===== src/rtl/mii_rx_framer.sv =====
// mii_rx_framer: MII receive front end. Strips preamble/SFD, pairs nibbles
// into bytes (low nibble first), marks first/last bytes and reports
// per-frame length and {oversize, runt, crc, phy_align} status on the last byte.
module mii_rx_framer #(
   parameter int unsigned MIN_LEN = 64,
   parameter int unsigned MAX_LEN = 1518,
   parameter int unsigned LEN_W   = 11
) (
   input  logic             eth_rx_clk,
   input  logic             reset,
   input  logic             eth_rx_dv,
   input  logic [3:0]       eth_rxd,
   input  logic             eth_rxerr,
   output logic             out_valid,
   output logic [7:0]       out_data,
   output logic             out_first,
   output logic             out_last,
   output logic [LEN_W-1:0] out_len,
   output logic [3:0]       out_err
);

   typedef enum logic [1:0] {WAIT_IDLE, HUNT, DATA, DISCARD} state_t;

   localparam logic [LEN_W-1:0] MIN_CNT     = LEN_W'(MIN_LEN);
   localparam logic [LEN_W-1:0] MAX_CNT     = LEN_W'(MAX_LEN);
   localparam logic [LEN_W-1:0] ONE_CNT     = LEN_W'(1);
   localparam logic [31:0]      CRC_POLY    = 32'hEDB88320;
   localparam logic [31:0]      CRC_RESIDUE = 32'hDEBB20E3;

   state_t           state;
   logic [3:0]       prev_nib;
   logic [3:0]       low_nib;
   logic             phase;
   logic [7:0]       hold;
   logic             hold_full;
   logic [LEN_W-1:0] count;
   logic [31:0]      crc;
   logic             align_err;
   logic [7:0]       new_byte;

   // Reflected CRC-32 update for one byte, LSB first.
   function automatic logic [31:0] crc_byte(input logic [31:0] c, input logic [7:0] d);
      logic [31:0] r;
      r = c;
      for (int unsigned i = 0; i < 8; i++) begin
         r = (r[0] ^ d[i]) ? ((r >> 1) ^ CRC_POLY) : (r >> 1);
      end
      return r;
   endfunction

   assign new_byte = {eth_rxd, low_nib};

   // Framing FSM. A completed byte is held for one byte time so that the
   // byte preceding a dv drop (or the MAX_LEN overflow) can carry out_last.
   always_ff @(posedge eth_rx_clk or posedge reset) begin
      if (reset) begin
         state     <= WAIT_IDLE;
         prev_nib  <= '0;
         low_nib   <= '0;
         phase     <= 1'b0;
         hold      <= '0;
         hold_full <= 1'b0;
         count     <= '0;
         crc       <= '1;
         align_err <= 1'b0;
         out_valid <= 1'b0;
         out_data  <= '0;
         out_first <= 1'b0;
         out_last  <= 1'b0;
         out_len   <= '0;
         out_err   <= '0;
      end else begin
         out_valid <= 1'b0;
         out_first <= 1'b0;
         out_last  <= 1'b0;
         case (state)
            WAIT_IDLE: begin
               if (!eth_rx_dv) begin
                  prev_nib <= '0;
                  state    <= HUNT;
               end
            end
            HUNT: begin
               if (eth_rx_dv) begin
                  prev_nib <= eth_rxd;
                  if (prev_nib == 4'h5 && eth_rxd == 4'hD) begin
                     phase     <= 1'b0;
                     count     <= '0;
                     crc       <= '1;
                     align_err <= 1'b0;
                     hold_full <= 1'b0;
                     state     <= DATA;
                  end
               end else begin
                  prev_nib <= '0;
               end
            end
            DATA: begin
               if (eth_rx_dv) begin
                  if (eth_rxerr) align_err <= 1'b1;
                  if (!phase) begin
                     low_nib <= eth_rxd;
                     phase   <= 1'b1;
                  end else begin
                     phase <= 1'b0;
                     if (count == MAX_CNT) begin
                        out_valid <= 1'b1;
                        out_data  <= hold;
                        out_first <= (count == ONE_CNT);
                        out_last  <= 1'b1;
                        out_len   <= MAX_CNT;
                        out_err   <= {1'b1, 2'b00, align_err | eth_rxerr};
                        hold_full <= 1'b0;
                        state     <= DISCARD;
                     end else begin
                        if (hold_full) begin
                           out_valid <= 1'b1;
                           out_data  <= hold;
                           out_first <= (count == ONE_CNT);
                        end
                        hold      <= new_byte;
                        hold_full <= 1'b1;
                        crc       <= crc_byte(crc, new_byte);
                        count     <= count + ONE_CNT;
                     end
                  end
               end else begin
                  if (hold_full) begin
                     out_valid <= 1'b1;
                     out_data  <= hold;
                     out_first <= (count == ONE_CNT);
                     out_last  <= 1'b1;
                     out_len   <= count;
                     out_err   <= {1'b0, count < MIN_CNT, crc != CRC_RESIDUE, align_err | phase};
                  end
                  hold_full <= 1'b0;
                  prev_nib  <= '0;
                  state     <= HUNT;
               end
            end
            DISCARD: begin
               if (!eth_rx_dv) begin
                  prev_nib <= '0;
                  state    <= HUNT;
               end
            end
            default: state <= WAIT_IDLE;
         endcase
      end
   end

endmodule


===== config.mk =====
export PLATFORM = sky130hd
export DESIGN_NAME = mii_rx_framer
export DESIGN_NICKNAME = d
export VERILOG_FILES = /design/src/rtl/mii_rx_framer.sv
export SDC_FILE = /design/constraint.sdc
export NUM_CORES = 1
export LEC_CHECK = 0
export ABC_AREA = 1
export ABC_CLOCK_PERIOD_IN_PS = 5500
export CAP_MARGIN = 10
export CELL_PAD_IN_SITES_DETAIL_PLACEMENT = 1
export CELL_PAD_IN_SITES_GLOBAL_PLACEMENT = 2
export CORE_ASPECT_RATIO = 1.2
export CORE_MARGIN = 1.5
export CORE_UTILIZATION = 41
export DETAILED_ROUTE_END_ITERATION = 7
export DONT_BUFFER_PORTS = 1
export GPL_ROUTABILITY_DRIVEN = 1
export GPL_TIMING_DRIVEN = 0
export PLACE_DENSITY_LB_ADDON = 0.05
export RECOVER_POWER = 50
export SETUP_SLACK_MARGIN = 0.15
export SYNTH_ARGS = -nofsm -noshare
export SYNTH_HDL_FRONTEND = slang
export SYNTH_SLANG_ARGS = --single-unit
export TNS_END_PERCENT = 20

===== constraint.sdc =====
create_clock -name eth_rx_clk -period 5.5 [get_ports eth_rx_clk]
set_input_delay 0.55 -clock eth_rx_clk [delete_from_list [all_inputs] [get_ports eth_rx_clk]]
set_output_delay 0.55 -clock eth_rx_clk [all_outputs]
set_load 0.02 [all_outputs]

==> results.py <==
metrics = {
    "die": {
        "die_area_sq_um": 12980,
        "die_h_microns": 124.5,
        "placementRows": 44,
        "die_x_microns": 104.3,
        "initial_core_util": 0.4183,
        "core-area_sq_um": 12060,
        "io-pin-count": 34,
    },
    "finish": {
        "seqCellArea_sq_um": 2292,
        "areaGrowthSynthToFinish_pct": 10.25,
        "nets": 664,
        "multiInputGateArea_sq_um": 2371,
        "antenna_cells": 0,
        "layout-drive-gt1-share": 0.1389,
        "nFillCells": 1518,
        "utilization": 0.4612,
        "fin_area_sq_um": 5560,
    },
    "synthesis": {
        "synth-main-ff-cell": "dfrtp_1",
        "synth_nets": 652,
        "synthCells": 638,
        "yosysMostFrequentCell": "nand2_1",
        "yosysTopAreaCellShare": 0.2878,
        "synth_edf_count": 0,
        "ys_ff_latch": 90,
        "ys_seq_area_frac": 0.4545,
        "synthTopCellsByCount": "207 x nand2_1, 69 x inv_1, 58 x dfrtp_1",
        "yosysTopAreaCell": "dfrtp_1",
        "syn_area_sq_um": 5044,
        "async_flop_share": 1.000,
        "synth_area_leaders": "dfrtp_1 29%, dfstp_2 17%, nand2_1 15%, xor2_1 6.1%, inv_1 5.1%",
        "yosysWarnings": 0,
        "syn_area_per_cell_sq_um": 7.905,
        "synth_cell_types": 39,
    },
    "global_route": {
        "antenna_found_initial": 0,
        "grt_pass1_vias": 4662,
        "track_usage": 0.2436,
        "grt_overflow": 0,
        "grt_max_degree": 49,
        "grt_pass1_wl_mm": 24.49,
    },
    "outcome": {
        "violations": "capacitance limit, slew limit",
        "status": "finished, violations left",
    },
    "place": {
        "portBuffers": 0,
        "post-dp-hpwl_mm": 11.27,
        "dpl_cell_area_sq_um": 5275,
        "gp_congestion": 0.8839,
    },
    "detailed_routing": {
        "routedWlPerCell_microns": 18.62,
        "drc": 0,
        "num_vias": 4293,
        "drt.antenna.violating_nets": 0,
        "avgViaCountPerCell": 5.261,
        "routed_wl_mm": 15.20,
        "drt_iter0_markers": 172,
        "dr.pass1.iters": 4,
    },
    "sta": {
        "setup_tns_ns": 0,
        "final_hold_viol_count": 0,
        "finalCritPeriodShare": 0.4212,
        "fmax_mhz": 431.7,
        "min_period_ns": 2.317,
        "rsz0062_at_grt": "no",
        "slew_headroom": -0.3970,
        "setup_viol": 0,
        "worst-slew-pin-transition_ns": 2.084,
        "maxSlewViolCount": 43,
        "skew_ns": 0.008148,
    },
    "cts": {
        "clk_pin_slew_ns": 0.07,
        "clk_latency_ns": 0.35,
        "cts_resized": 0,
        "cts_root_buf": "clkbuf_16",
        "clockBufferDepth": 2,
        "cts_inserted_buffers": 9,
        "cts.sinks": 90,
        "ctsHoldBuffers": 0,
        "htree_levels": 3,
        "post-cts-setup-buffer-count": 0,
        "cts_tree": "yes",
    },
    "critical_path": {
        "critPathMaxFanout": 10,
        "crit_required_ns": 5.79,
        "start_kind": "flop",
        "critical_path_class": "flop to flop",
        "end_kind": "flop",
        "crit_arrival_ns": 2.60,
    },
    "power": {
        "power_density_nw_per_um2": 706.5,
        "power_leakage_nw": 2.689,
        "vdd_drop_max_mv": 0.2382,
    },
    "min_path": {
        "hold_path_class": "input port to flop",
    },
    "run": {
        "maxCapViolCount": 1,
    },
}
==> cells in the final DEF, fill, tap and decap left out, types with 2 or more instances in the layout <==
master,netlist,layout
dfstp_2,32,32
o22ai_1,5,5
ha_1,6,6
nand3_1,39,39
nand2_2,6,6
nor3_1,12,12
nand2_1,207,207
a22oi_1,2,2
buf_4,4,4
xor2_1,35,35
a21oi_2,2,2
xnor2_1,7,7
or2_2,3,3
inv_2,3,3
a21oi_1,25,25
inv_6,0,4
buf_2,5,5
dfrtp_1,58,58
inv_1,69,68
o21ai_2,2,2
o31ai_1,2,2
buf_6,4,4
nor2_1,37,37
nor4_1,4,4
clkbuf_16,0,9
o211ai_1,3,3
o21ai_0,38,38
nor2_2,2,2
nand4_1,10,10
a22oi_2,5,5
==> routing by layer <==
metal | up-vias | global-route usage | share of wire
li1 | 2063 | - | -
met1 | 2134 | 0.2848 | 0.43
met2 | 68 | 0.4441 | 0.51
met3 | 28 | 0.02616 | 0.020
met4 | 0 | 0.1119 | 0.035
met5 | - | 0 | 0
==> where the power goes <==
part           leakage (nW)  internal, mW  switching (mW)
sequential             1.09          1.00           0.331
combinational          1.46         0.654            1.33
clock                 0.140         0.325           0.287
==> sequential cells by signal (all words and copies together), names as in the netlist <==
name / cells
phase: 1
out_len: 11
count: 11
hold: 8
hold_full: 1
low_nib: 4
align_err: 1
state: 2
prev_nib: 4
out_last: 1
out_err: 4
out_data: 8
out_first: 1
crc: 32
out_valid: 1
==> worst max-delay path, stage by stage, from the launching register on <==
cell and delay [ns]:
dfrtp_1 0.49, inv_1 0.16, ha_1 0.22, inv_1 0.05
nor2_1 0.04, nand3_1 0.20, nand3_1 0.21, nor2_2 0.32
buf_4 0.28, nand3_1 0.17, nand2_1 0.10, inv_1 0.04
==> cell families after synthesis <==
family                   after synthesis  synth area share
AO/OA/AOI/OAI                         86            0.1012
buffers and inverters                 87           0.07541
AND/OR/NAND/NOR                      324            0.2702
adder cells (fa/ha/maj)                6           0.01488
XOR/XNOR                              45           0.08385
flip-flops                            90            0.4545
==> final timing paths <==
| check | from | endpoint | slack, ns | cells past startpoint |
|---|---|---|---|---|
| max | count[0]$_DFFE_PP0P_ | crc[20]$_DFFE_PP1P_ | 3.18 | 11 |
| min | eth_rxd[0] | low_nib[0]$_DFFE_PP0P_ | 0.33 | 2 |
| max reg2reg | count[0]$_DFFE_PP0P_ | crc[20]$_DFFE_PP1P_ | 3.18 | 11 |
| min reg2reg | hold[4]$_DFFE_PP0P_ | out_data[4]$_DFFE_PP0P_ | 0.48 | 2 |
| max in group asynchronous | reset | crc[25]$_DFFE_PP1P_ | 3.87 | 2 |
| min in group asynchronous | reset | state[1]$_DFFE_PP0P_ | 0.63 | 1 |
==> cell type report <==
class / instances / share of cell area
plain buffers: 13 / 0.01800
clock buffers: 10 / 0.04298
clock inverters: 6 / 0.008551
inverters: 74 / 0.05063
multi-input cells: 461 / 0.4264
flip-flops and latches: 90 / 0.4122
well taps: 161 / 0.03623
repair buffers: 1 / 0.004950
==> through the flow <==
step	power, mW	hold slack (ns)	std cells	setup slack [ns]
detailed placement	3.317	0.4687	800	3.153
floorplan	2.728	0.4422	638	2.668
finish	3.928	0.3300	816	3.183
global route	4.229	0.3357	816	3.021
CTS	3.946	0.1609	816	3.143
global placement	3.216	0.4571	799	1.504
Note: power is estimated with default switching activity, not from simulation.
